==> src/rtl/irrigation_sequencer_if.sv <==
// -----------------------------------------------------------------------------
// irrigation_sequencer_if
// Bundles the control/status signals between the top-level controller (master)
// and the irrigation valve sequencer (slave). clk and reset are not included;
// they stay plain ports on the sequencer.
//   tick            controller -> sequencer  one-cycle timing strobe
//   start           controller -> sequencer  run one irrigation cycle
//   irr_type[2:0]   controller -> sequencer  irrigation-type code
//   water_ok        controller -> sequencer  reservoir level sufficient
//   clear           controller -> sequencer  leave FAULT
//   pause           controller -> sequencer  suspend the phase (PAUSE_EN only)
//   sprinkler_valve sequencer -> controller  sprinkler valve drive
//   drip_valve      sequencer -> controller  drip valve drive
//   busy            sequencer -> controller  SPRINKLE or DRIP active
//   done            sequencer -> controller  one-cycle completion pulse
//   fault           sequencer -> controller  FAULT state
//   phase[2:0]      sequencer -> controller  state code
// Optional macro: PAUSE_EN adds the pause signal.
// -----------------------------------------------------------------------------
`timescale 1ns/1ps

interface irrigation_sequencer_if;
  logic       tick;
  logic       start;
  logic [2:0] irr_type;
  logic       water_ok;
  logic       clear;
`ifdef PAUSE_EN
  logic       pause;
`endif
  logic       sprinkler_valve;
  logic       drip_valve;
  logic       busy;
  logic       done;
  logic       fault;
  logic [2:0] phase;

  modport master (
    output tick, start, irr_type, water_ok, clear,
`ifdef PAUSE_EN
    output pause,
`endif
    input  sprinkler_valve, drip_valve, busy, done, fault, phase
  );

  modport slave (
    input  tick, start, irr_type, water_ok, clear,
`ifdef PAUSE_EN
    input  pause,
`endif
    output sprinkler_valve, drip_valve, busy, done, fault, phase
  );
endinterface

==> src/rtl/irrigation_sequencer.sv <==
// -----------------------------------------------------------------------------
// irrigation_sequencer
// Drives the sprinkler and drip valves from a latched 3-bit irrigation-type
// code (001 sprinkler-then-drip, 010 drip, 100 sprinkler, 000 none). Each
// phase lasts a fixed number of tick strobes; losing water_ok while a valve
// is open forces FAULT, which is left only through clear.
// Ports:
//   clk    system clock
//   reset  synchronous active-high reset
//   bus    irrigation_sequencer_if.slave (see the interface file for members)
// Parameters:
//   SPRINKLE_TICKS  sprinkler phase length in ticks
//   DRIP_TICKS      drip phase length in ticks
//   CNT_W           phase counter width, holds max(phase length)-1
// Optional macro: PAUSE_EN adds bus.pause, which closes both valves and
// freezes the phase counter while asserted in SPRINKLE or DRIP.
// -----------------------------------------------------------------------------
`timescale 1ns/1ps

module irrigation_sequencer #(
  parameter int SPRINKLE_TICKS = 1350,
  parameter int DRIP_TICKS     = 1800,
  parameter int CNT_W          = 12
) (
  input  logic                          clk,
  input  logic                          reset,
  irrigation_sequencer_if.slave         bus
);

  // Encodings double as the phase output code.
  typedef enum logic [2:0] {
    S_IDLE     = 3'b000,
    S_SPRINKLE = 3'b001,
    S_DRIP     = 3'b010,
    S_DONE     = 3'b011,
    S_FAULT    = 3'b100
  } state_t;

  localparam logic [2:0] T_NONE      = 3'b000;
  localparam logic [2:0] T_SPR_DRIP  = 3'b001;
  localparam logic [2:0] T_DRIP      = 3'b010;
  localparam logic [2:0] T_SPR       = 3'b100;

  localparam logic [CNT_W-1:0] SPR_LAST  = CNT_W'(SPRINKLE_TICKS - 1);
  localparam logic [CNT_W-1:0] DRIP_LAST = CNT_W'(DRIP_TICKS - 1);

  state_t           state_q, state_d;
  logic [CNT_W-1:0] cnt_q, cnt_d;
  logic [2:0]       type_q, type_d;
  logic             spr_q, drip_q, busy_q, done_q, fault_q;
  logic             spr_d, drip_d, busy_d, done_d, fault_d;
  logic             paused;

`ifdef PAUSE_EN
  assign paused = bus.pause;
`else
  assign paused = 1'b0;
`endif

  always_comb begin
    // NOTE: every variable gets a default before the case so no path leaves
    // one unassigned, which would otherwise infer a latch.
    state_d = state_q;
    cnt_d   = cnt_q;
    type_d  = type_q;

    unique case (state_q)
      S_IDLE: begin
        if (bus.start) begin
          type_d = bus.irr_type;
          cnt_d  = '0;
          unique case (bus.irr_type)
            T_NONE:            state_d = S_DONE;
            T_SPR_DRIP, T_SPR: state_d = bus.water_ok ? S_SPRINKLE : S_FAULT;
            T_DRIP:            state_d = bus.water_ok ? S_DRIP     : S_FAULT;
            default:           state_d = S_FAULT;
          endcase
        end
      end

      S_SPRINKLE: begin
        // Losing water outranks a terminal tick in the same cycle.
        if (!bus.water_ok) begin
          state_d = S_FAULT;
          cnt_d   = '0;
        end else if (bus.tick && !paused) begin
          if (cnt_q == SPR_LAST) begin
            cnt_d   = '0;
            state_d = (type_q == T_SPR_DRIP) ? S_DRIP : S_DONE;
          end else begin
            cnt_d = cnt_q + CNT_W'(1);
          end
        end
      end

      S_DRIP: begin
        if (!bus.water_ok) begin
          state_d = S_FAULT;
          cnt_d   = '0;
        end else if (bus.tick && !paused) begin
          if (cnt_q == DRIP_LAST) begin
            cnt_d   = '0;
            state_d = S_DONE;
          end else begin
            cnt_d = cnt_q + CNT_W'(1);
          end
        end
      end

      S_DONE:  state_d = S_IDLE;

      S_FAULT: if (bus.clear) state_d = S_IDLE;

      default: state_d = S_IDLE;
    endcase
  end

  // Outputs are decoded from the next state so they register on the same edge
  // as the state itself; the handover edge thus drops sprinkler and raises drip
  // together.
  always_comb begin
    spr_d   = (state_d == S_SPRINKLE) && !paused;
    drip_d  = (state_d == S_DRIP) && !paused;
    busy_d  = (state_d == S_SPRINKLE) || (state_d == S_DRIP);
    done_d  = (state_d == S_DONE);
    fault_d = (state_d == S_FAULT);
  end

  // NOTE: sequential state uses non-blocking assignments so every register
  // samples its pre-edge value regardless of statement order.
  always_ff @(posedge clk) begin
    if (reset) begin
      state_q <= S_IDLE;
      cnt_q   <= '0;
      type_q  <= T_NONE;
      spr_q   <= 1'b0;
      drip_q  <= 1'b0;
      busy_q  <= 1'b0;
      done_q  <= 1'b0;
      fault_q <= 1'b0;
    end else begin
      state_q <= state_d;
      cnt_q   <= cnt_d;
      type_q  <= type_d;
      spr_q   <= spr_d;
      drip_q  <= drip_d;
      busy_q  <= busy_d;
      done_q  <= done_d;
      fault_q <= fault_d;
    end
  end

  assign bus.sprinkler_valve = spr_q;
  assign bus.drip_valve      = drip_q;
  assign bus.busy            = busy_q;
  assign bus.done            = done_q;
  assign bus.fault           = fault_q;
  assign bus.phase           = state_q;

endmodule

==> src/flat_wrapper.sv <==
// flat-port wrapper written by rule: the top's interface ports become plain ports
module irrigation_sequencer_flat 
#(
  parameter int SPRINKLE_TICKS = 1350,
  parameter int DRIP_TICKS     = 1800,
  parameter int CNT_W          = 12
)
  (clk, reset, bus_tick, bus_start, bus_irr_type, bus_water_ok, bus_clear, bus_sprinkler_valve, bus_drip_valve, bus_busy, bus_done, bus_fault, bus_phase);
  irrigation_sequencer_if bus_i ();
  input  logic clk;
  input  logic reset;
  input wire logic [$bits(bus_i.tick)-1:0] bus_tick;
  input wire logic [$bits(bus_i.start)-1:0] bus_start;
  input wire logic [$bits(bus_i.irr_type)-1:0] bus_irr_type;
  input wire logic [$bits(bus_i.water_ok)-1:0] bus_water_ok;
  input wire logic [$bits(bus_i.clear)-1:0] bus_clear;
  output wire logic [$bits(bus_i.sprinkler_valve)-1:0] bus_sprinkler_valve;
  output wire logic [$bits(bus_i.drip_valve)-1:0] bus_drip_valve;
  output wire logic [$bits(bus_i.busy)-1:0] bus_busy;
  output wire logic [$bits(bus_i.done)-1:0] bus_done;
  output wire logic [$bits(bus_i.fault)-1:0] bus_fault;
  output wire logic [$bits(bus_i.phase)-1:0] bus_phase;
  assign bus_i.tick = bus_tick;
  assign bus_i.start = bus_start;
  assign bus_i.irr_type = bus_irr_type;
  assign bus_i.water_ok = bus_water_ok;
  assign bus_i.clear = bus_clear;
  assign bus_sprinkler_valve = bus_i.sprinkler_valve;
  assign bus_drip_valve = bus_i.drip_valve;
  assign bus_busy = bus_i.busy;
  assign bus_done = bus_i.done;
  assign bus_fault = bus_i.fault;
  assign bus_phase = bus_i.phase;
  irrigation_sequencer #(.SPRINKLE_TICKS(SPRINKLE_TICKS), .DRIP_TICKS(DRIP_TICKS), .CNT_W(CNT_W)) u_core (.clk(clk), .reset(reset), .bus(bus_i));
endmodule
==> config.mk <==
export PLATFORM = sky130hd
export DESIGN_NAME = irrigation_sequencer_flat
export DESIGN_NICKNAME = d
export VERILOG_FILES = /design/src/rtl/irrigation_sequencer_if.sv /design/src/rtl/irrigation_sequencer.sv /design/src/flat_wrapper.sv
export SDC_FILE = /design/constraint.sdc
export NUM_CORES = 1
export LEC_CHECK = 0
export BUFFER_PORTS_ARGS = -buffer_cell sky130_fd_sc_hd__buf_2
export CAP_MARGIN = 40
export CORE_AREA = 2 2 70 72
export CTS_BUF_LIST = sky130_fd_sc_hd__clkbuf_4
export CTS_CLUSTER_SIZE = 10
export DETAILED_ROUTE_END_ITERATION = 10
export DIE_AREA = 0 0 72 74
export PLACE_DENSITY = 0.57
export SYNTH_ARGS = -nofsm -noshare
export SYNTH_HDL_FRONTEND = slang
export SYNTH_SLANG_ARGS = --single-unit
export TNS_END_PERCENT = 5
==> constraint.sdc <==
create_clock -name clk -period 6 [get_ports clk]
set_clock_uncertainty 0.2 [all_clocks]
set_input_delay 0.6 -clock clk [delete_from_list [all_inputs] [get_ports clk]]
set_output_delay 0.6 -clock clk [all_outputs]
set_load 0.01 [all_outputs]
After elaboration in Yosys (flattened, before gate mapping)
Index checks and enable logic that the tools add are counted.
{"block": "word_totals", "inputBits": 9, "word_cells": 53, "register_bits": 23, "out_inout_bits": 8}
{"block": "classes", "n_mux": 21, "n_eq_ne": 16, "n_addsub": 1, "reduce_logical": 7}
{"cell": "2-to-1 mux 12 bit", "count": 7}
{"cell": "case mux 12 bit (3 select lines)", "count": 1}
{"cell": "2-to-1 mux 3 bit", "count": 10}
{"cell": "== test 12 x 11 -> 1 bit, second input constant", "count": 2}
{"cell": "adder 12 x 1 -> 12 bit, second input constant", "count": 1}
{"cell": "== test 3 x 1 -> 1 bit, second input constant", "count": 4}
{"cell": "== test 3 x 2 -> 1 bit, second input constant", "count": 4}
{"cell": "case mux 3 bit (4 select lines)", "count": 1}
{"cell": "== test 3 bit, second input constant", "count": 3}
{"cell": "case mux 3 bit (3 select lines)", "count": 1}
{"cell": "zero test 3 bit", "count": 2}
{"cell": "inequality test 3 bit, second input constant", "count": 2}
{"cell": "AND reduction 4 bit", "count": 1}
{"cell": "nonzero test 3 bit", "count": 1}
{"cell": "inequality test 2 bit, second input constant", "count": 1}
{"cell": "AND reduction 2 bit", "count": 1}
{"cell": "OR reduction 2 bit", "count": 1}
{"cell": "logical OR 1 bit", "count": 1}
{"cell": "2-to-1 mux 1 bit", "count": 1}

Longest topological paths before layout
Gate-level depths: netlist (run 1).
{"block": "depth", "word_depth": 8, "ltp_mapped": 8, "mapped_depth_nobuf": 7}

Worst setup path after synthesis (run 1)
No wires, ideal clock.
{"block": "synth_path", "kind": "input to register", "startpoint": "input port bus_start", "endpoint": "register u_core.busy_q (netlist: u_core.bus.busy)", "path_buffers": 0, "arrival_ns": 1.781, "required_time_ns": 5.727, "path_slack_ns": 3.945, "setup_ns": 0.073, "stages": 4, "cell_sequence": "or4b_4 -> o31a_1 -> mux2_4 -> nor3_2"}
{"block": "synth_via", "elab_chain_len": 4, "word_cells_on_any_way": 5, "classes_between": "eq/ne: 2; mux: 2; reduce/logical: 1"}
{"item": "start, declared", "line_no": "flat_wrapper.sv:13", "source": "input wire logic [$bits(bus_i.start)-1:0] bus_start;"}
{"item": "2-to-1 mux 3 bit (*)", "line_no": "irrigation_sequencer.sv:69", "source": "if (bus.start) begin"}
{"item": "case mux 3 bit (4 select lines) (*)", "line_no": "irrigation_sequencer.sv:67", "source": "unique case (state_q)"}
{"item": "== test 3 x 1 -> 1 bit / == test 3 x 2 -> 1 bit (equally long branches)", "line_no": "irrigation_sequencer.sv:124", "source": "busy_d = (state_d == S_SPRINKLE) || (state_d == S_DRIP);"}
{"item": "logical OR 1 bit (*)", "line_no": "irrigation_sequencer.sv:124"}
{"item": "end signal, assigned", "line_no": "irrigation_sequencer.sv:147", "source": "busy_q <= busy_d;"}
{"item": "end, declared", "line_no": "irrigation_sequencer.sv:50", "source": "logic spr_q, drip_q, busy_q, done_q, fault_q;"}
Mark *: on every way between the ends. The rest lies on a longest branch, timed or not.
A chain may end at the register's enable or synchronous reset.

Worst setup path after layout (run 1)
{"block": "layout_path", "startpoint": "register u_core.cnt_q[2]", "endpoint": "register u_core.cnt_q[4]"}
{"block": "layout_via", "elab_chain_len": 5, "word_cells_on_any_way": 10, "classes_between": "add/sub: 1; eq/ne: 2; mux: 7"}
{"item": "start, declared", "line_no": "irrigation_sequencer.sv:48", "source": "logic [CNT_W-1:0] cnt_q, cnt_d;"}
{"item": "start signal, assigned", "line_no": "irrigation_sequencer.sv:143", "source": "cnt_q <= cnt_d;"}
{"item": "adder 12 x 1 -> 12 bit, or another cell as far along", "line_no": "irrigation_sequencer.sv:91, irrigation_sequencer.sv:105"}
{"item": "2-to-1 mux 12 bit (on tied branches)", "line_no": "irrigation_sequencer.sv:101, irrigation_sequencer.sv:87"}
{"item": "2-to-1 mux 12 bit (on tied branches)", "line_no": "irrigation_sequencer.sv:100, irrigation_sequencer.sv:86"}
{"item": "2-to-1 mux 12 bit (on tied branches)", "line_no": "irrigation_sequencer.sv:97, irrigation_sequencer.sv:83"}
{"item": "case mux 12 bit (3 select lines) (*)", "line_no": "irrigation_sequencer.sv:67"}
Mark *: on every way between the ends. The rest lies on a longest branch, timed or not. The select of a mux whose other input is x is not followed.

==> results of run 1 <==
==> path summary, 6_finish.rpt <==
kind | startpoint | to | slack (ns) | cells after the start
worst max register to register | u_core.cnt_q[2] | u_core.cnt_q[4] | 3.73 | 5
worst min-delay path | u_core.type_q[0] | u_core.type_q[0] | 0.27 | 2
worst min register to register | u_core.type_q[0] | u_core.type_q[0] | 0.27 | 2
worst max-delay path | u_core.cnt_q[2] | u_core.cnt_q[4] | 3.73 | 5
==> cell usage after synthesis, types with 2 or more instances <==
cell type and count:
dfxtp_1 23, maj3_1 2, a31oi_1 9, clkbuf_1 3
nor2b_1 5, nand4_1 6, nand2_1 22, or4_1 7
inv_1 3, and4bb_2 3, nand4b_1 2, ha_1 2
or3_1 2, nand2b_1 3, o31a_1 2, nand3_1 12
o31ai_1 2, buf_6 2, and3_1 2, or2_2 2
nor2_1 5, a21oi_1 12, nand3b_1 2
==> final cells by class <==
cell class	instances	area, sq um
Fill cell	490	3154
Tap cell	54	67.56
Timing Repair Buffer	16	80.08
Sequential cell	23	460.4
Inverter	3	11.26
Clock inverter	1	5.005
Clock buffer	3	22.52
Multi-Input combinational cell	122	797.0
==> power groups by stage <==
stage                     clock network (mW)  registers, mW  logic, mW
after detailed placement                   0          0.165     0.0397
final                                 0.0751          0.162     0.0399
after floorplan                            0          0.165     0.0290
after CTS                             0.0757          0.162     0.0399
after global routing                  0.0801          0.163     0.0435
after global placement                     0          0.165     0.0398
==> per-stage QoR <==
stage                     instances  util [%]  setup WS (ns)
after floorplan                 155         -          3.945
after global placement          218     30.80          3.713
after detailed placement        218     30.80          3.705
after CTS                       222     31.40          3.778
after global routing            222     31.40          3.543
final                           222     31.40          3.731
==> sequential cells by signal, indices dropped and copies added (netlist names) <==
register / cells
u_core.bus.busy: 1
u_core.bus.done: 1
u_core.bus.drip_valve: 1
u_core.bus.fault: 1
u_core.bus.phase: 3
u_core.bus.sprinkler_valve: 1
u_core.cnt_q: 12
u_core.type_q: 3
==> routing by layer <==
layer	GRT usage, %	wire [um]	vias up
met4	5.660	55	0
met1	16.03	1537	558
met3	2.168	127	6
met2	18.72	1297	26
li1	-	-	610
met5	0	0	-
==> tightest hold or removal path, stage by stage, from the launching register on <==
cell and delay (ns):
dfxtp_1 0.33, nand2_1 0.05, a21oi_1 0.05
==> cell families after synthesis <==
| logic type | Yosys count | synth area share [%] |
|---|---|---|
| AND/OR/NAND/NOR | 85 | 40.67 |
| multiplexers | 1 | 1.143 |
| flip-flops | 23 | 35.05 |
| XOR/XNOR | 1 | 0.6668 |
| adder cells (fa/ha/maj) | 4 | 3.428 |
| buffers and inverters | 10 | 4.285 |
| AO/OA/AOI/OAI | 31 | 14.76 |
==> results.py, run 1 <==
metrics = {
    "power": {
        "switching_share_pct": 28.48,
        "pwr-share-clk_pct": 27.1,
        "combPwrFrac_pct": 14.4,
        "p_seq_share_pct": 58.4,
        "powerDensity_mw_per_mm2": 191.6,
        "max-vdd-ir-drop_mv": 0.06816,
        "p_leak_nw": 0.5084,
        "p_int_mw": 0.1979,
        "p_sw_mw": 0.07879,
        "total_power_mw": 0.2766,
    },
    "run_status": {
        "run_status": "completed",
    },
    "clock_tree": {
        "cts.clk_slew.worst_paths_ns": 0.12,
        "numCtsBuffers": 3,
        "cts_resized": 0,
        "postCtsSetupBuffers": 0,
        "cts_tree": "yes",
        "cts_hold_buf": 0,
        "clockBufferDepth": 2,
        "clock_sinks": 23,
        "htreeDepth": 1,
        "cts_root_buf": "clkbuf_4",
        "insertion_delay_ns": 0.33,
    },
    "floorplanning": {
        "die_w_um": 72,
        "dieArea_sq_mm": 0.005328,
        "ios": 17,
        "initial_core_util_pct": 28.57,
        "rows": 25,
        "fp.dieH_um": 74,
        "core_area_sq_mm": 0.004598,
    },
    "worst_setup_path": {
        "path_buf_inv": 0,
        "startpoint_type": "flop",
        "cp.arrival_ns": 2.27,
        "slowest_stage": "a22oi_1",
        "critPathRequiredTime_ns": 6.00,
        "crit_family": "simple AND/OR/NAND/NOR gates",
        "worstPathMaxFanout": 10,
        "max_stage_delay_ns": 0.63,
        "crit_type": "flop to flop",
        "worstPathCellList": "nor4b_2 > nand3_1 > a22oi_1 > or4_1 > a31oi_1",
        "cp-end-kind": "flop",
    },
    "cells_and_area": {
        "final_area_sq_mm": 0.001444,
        "diodes": 0,
        "final_nets": 180,
        "final_cell_mix": "23 x dfxtp_1, 22 x nand2_1, 16 x buf_2",
        "final_common_cell": "dfxtp_1",
        "area_growth_pct": 9.904,
        "drive_above_1_share_pct": 19.05,
    },
    "yosys": {
        "synth_top_area_cell": "dfxtp_1",
        "netlist_area_sq_mm": 0.001314,
        "yosysWarnings": 0,
        "synth.distinct_cells": 45,
        "synthArstFlopShare_pct": 0,
        "synth_flop_cell": "dfxtp_1",
        "ys_seq_area_share_pct": 35.05,
        "synth_nets": 166,
        "syn-instance-count": 155,
        "synth_top_area_share_pct": 35.05,
        "synth-edff-count": 0,
        "avgSynthCellArea_sq_um": 8.476,
        "ys_ff_latch": 23,
        "synthTopCellsByArea": "dfxtp_1 35%, nand2_1 6.3%, a21oi_1 4.6%, nand3_1 4.6%, a31oi_1 4.3%",
    },
    "route": {
        "route.detailed.drc": 0,
        "drt_iter0_drc": 77,
        "routedWlPerCell_um": 13.60,
        "firstDrtPassIters": 4,
        "ant_nets": 0,
        "routed_wl_um": 3019,
        "vias": 1200,
        "vias_per_cell": 5.405,
    },
    "global_routing": {
        "grt.overflow.total": 0,
        "grt_pass1_wl_um": 5009,
        "antenna_found_initial": 0,
        "grt_usage_pct": 11.95,
        "grt_pass1_vias": 1056,
        "grt_start_max_net_pins": 23,
    },
    "min_path": {
        "hp-class": "flop to flop",
    },
    "run": {
        "max-cap-violations": 0,
    },
    "sta": {
        "tns_ns": 0,
        "fmax_ghz": 0.4408,
        "slew-limit-headroom_pct": 48.42,
        "period_share_pct": 37.81,
        "drv_slew": 0,
        "timing.hold.ws_ns": 0.2651,
        "final-setup-viol-count": 0,
        "min_period_ns": 2.269,
        "finalHoldViolations": 0,
        "tightest_slew_ns": 0.7728,
        "rsz0062_at_grt": "no",
    },
    "place": {
        "globalplace.congestion": 0.7849,
        "io_buffers": 16,
        "postPlaceCellArea_sq_mm": 0.001416,
        "hpwl_um": 2080,
    },
}
No activity file was read; power rests on OpenSTA's default activity.
==> inputs of run 2 (changes only) <==
- ABC_AREA: unset -> 1
- CORE_AREA: 2 2 70 72 -> 2 2 69 71
- DIE_AREA: 0 0 72 74 -> 0 0 71 73
- PLACE_DENSITY: 0.57 -> 0.56
- clock period: 6 -> 2.3 ns (I/O delays scaled with it)
==> run 2 against run 1 <==
Largest power group unchanged. Die area decreased by 2.7%. Largest cell class unchanged. Count of clock-buffer cells in the layout unchanged. First-iteration DRC count decreased by 42%. Register-to-register slack got worse by 3.2 ns.
==> results.py, run 2 <==
metrics = {
    "floorplanning": {
        "initial_core_util_pct": 27.97,
        "rows": 25,
        "core_area_sq_mm": 0.004536,
        "dieArea_sq_mm": 0.005183,
        "fp.dieH_um": 73,
        "die_w_um": 71,
        "ios": 17,
    },
    "yosys": {
        "synth_most_common_cell": "nand2_1",
        "avgSynthCellArea_sq_um": 7.088,
        "synth_nets": 190,
        "synth-edff-count": 0,
        "synth_common_cells": "36 x nand2_1, 25 x inv_1, 23 x dfxtp_1, 21 x nor2_1, 14 x nand3_1",
        "ys_ff_latch": 23,
        "synth_flop_cell": "dfxtp_1",
        "syn-instance-count": 179,
        "synthArstFlopShare_pct": 0,
        "netlist_area_sq_mm": 0.001269,
        "yosysWarnings": 0,
        "synthTopCellsByArea": "dfxtp_1 36%, nand2_1 11%, inv_1 7.4%, nor2_1 6.2%, nand3_1 5.5%",
        "synth_top_area_share_pct": 36.29,
        "synth.distinct_cells": 30,
        "ys_seq_area_share_pct": 36.29,
        "synth_top_area_cell": "dfxtp_1",
    },
    "route": {
        "vias_per_cell": 4.494,
        "firstDrtPassIters": 4,
        "ant_nets": 0,
        "routedWlPerCell_um": 10.39,
        "drt_iter0_drc": 45,
        "vias": 1155,
        "route.detailed.drc": 0,
        "routed_wl_um": 2671,
    },
    "worst_setup_path": {
        "cp.arrival_ns": 1.88,
        "critPathRequiredTime_ns": 2.37,
        "startpoint_type": "flop",
        "worstPathMaxFanout": 6,
        "crit_type": "flop to flop",
        "cp-end-kind": "flop",
    },
    "min_path": {
        "hp-class": "input pin to flop",
    },
    "global_routing": {
        "grt_pass1_vias": 1090,
        "grt_use_met2_pct": 20.04,
        "top_usage_layer": "met2",
        "grt_usage_pct": 11.35,
        "grt.overflow.total": 0,
        "grt_pass1_wl_um": 4685,
        "grt_use_met1_pct": 13.87,
        "grtUsageMet3_pct": 3.453,
        "antenna_found_initial": 0,
        "grt_start_max_net_pins": 15,
    },
    "place": {
        "postPlaceCellArea_sq_mm": 0.001401,
        "io_buffers": 16,
        "globalplace.congestion": 0.8046,
        "hpwl_um": 2066,
    },
    "run_status": {
        "run_status": "completed",
    },
    "power": {
        "pwr-share-clk_pct": 25.8,
        "p_leak_nw": 0.6434,
        "powerDensity_mw_per_mm2": 510.1,
        "p_int_mw": 0.5299,
        "switching_share_pct": 30.24,
        "p_seq_share_pct": 56.1,
        "combPwrFrac_pct": 18.1,
        "p_sw_mw": 0.2296,
        "total_power_mw": 0.7595,
        "max-vdd-ir-drop_mv": 0.3116,
    },
    "clock_tree": {
        "insertion_delay_ns": 0.32,
        "postCtsSetupBuffers": 0,
        "cts.clk_slew.worst_paths_ns": 0.13,
        "clock_sinks": 23,
        "numCtsBuffers": 3,
        "clockBufferDepth": 2,
        "cts_root_buf": "clkbuf_4",
        "cts_tree": "yes",
        "htreeDepth": 1,
    },
    "sta": {
        "tns_ns": 0,
        "slew-limit-headroom_pct": 82.27,
        "rsz0062_at_grt": "no",
        "finalHoldViolations": 0,
        "min_period_ns": 1.809,
        "fmax_ghz": 0.5529,
        "period_share_pct": 78.63,
        "timing.hold.ws_ns": 0.05954,
        "drv_slew": 0,
        "tightest_slew_ns": 0.2650,
        "final-setup-viol-count": 0,
    },
    "cells_and_area": {
        "fin_util_pct": 32.83,
        "drive_above_1_share_pct": 23.15,
        "largest_reg_flops": 12,
        "final_area_sq_mm": 0.001489,
        "fillers": 486,
        "area_growth_pct": 17.36,
        "regMostFlops": "u_core.cnt_q",
        "final_nets": 215,
        "final_common_cell": "nand2_1",
        "final_cell_mix": "36 x nand2_1, 25 x inv_1, 23 x dfxtp_1",
        "diodes": 0,
    },
    "run": {
        "max-cap-violations": 0,
    },
}
run 2: cell types whose count changed after synthesis, moves of 5 or more:
cell / change
nor2_1: +16
inv_1: +22
a31oi_1: -7
nor2b_1: -5
or4_1: -7
nand2_1: +14
run 2: metal layers:
layer / share of wire [%] / up-vias
met2: 46 / 23
met5: 0 / -
met4: 0.37 / 0
met3: 5.1 / 2
met1: 48 / 501
li1: - / 629
run 2: logic make-up after synthesis:
logic type / Yosys count / share of synthesized area, %
adder cells (fa/ha/maj): 2 / 1.972
flip-flops: 23 / 36.29
AND/OR/NAND/NOR: 99 / 39.74
buffers and inverters: 31 / 9.763
AO/OA/AOI/OAI: 24 / 12.23
run 2: final cells by class:
class	instances	area (sq um)	share of cell area, %
multi-input combinational	125	684.4	45.97
sequential	23	460.4	30.92
timing repair buffer	22	140.1	9.412
inverter	29	108.9	7.311
tap	54	67.56	4.538
clock buffer	3	22.52	1.513
clock inverter	1	5.005	0.3361
run 2: final timing paths:
kind	cells after the start	end	slack, ns	start
worst max-delay path	6	u_core.type_q[2]	0.49	u_core.bus.phase[0]
worst min-delay path	3	u_core.type_q[0]	0.06	bus_start
worst max register to register	6	u_core.type_q[2]	0.49	u_core.bus.phase[0]
worst min register to register	2	u_core.type_q[0]	0.27	u_core.type_q[0]
run 2: per-stage QoR:
stage,setup slack [ns],std cells
after CTS,0.4981,257
after floorplan,0.7396,179
final,0.4914,257
after global routing,0.2761,257
after detailed placement,0.5525,247
after global placement,0.5593,247
run 2: repair_timing:
action                    4_1_cts  5_1_grt
hold buffers                    6        0
gates resized for setup         0        0
hold endpoints to repair        7        0
run 2: worst max-delay path, stage by stage (launching register included):
cell and delay [ns]:
dfxtp_1 0.37, nor2_2 0.15, nand3_2 0.16, inv_2 0.15, nand2_1 0.07, a21oi_1 0.12, dlygate4sd3_1 0.55
run 2: power groups by stage:
stage	registers, mW	clock network, mW	logic, mW
6_report	0.426	0.196	0.137
5_1_grt	0.428	0.225	0.155
4_1_cts	0.427	0.209	0.140
3_5_place_dp	0.435	0	0.131
3_3_place_gp	0.435	0	0.129
2_1_floorplan	0.438	0	0.0960
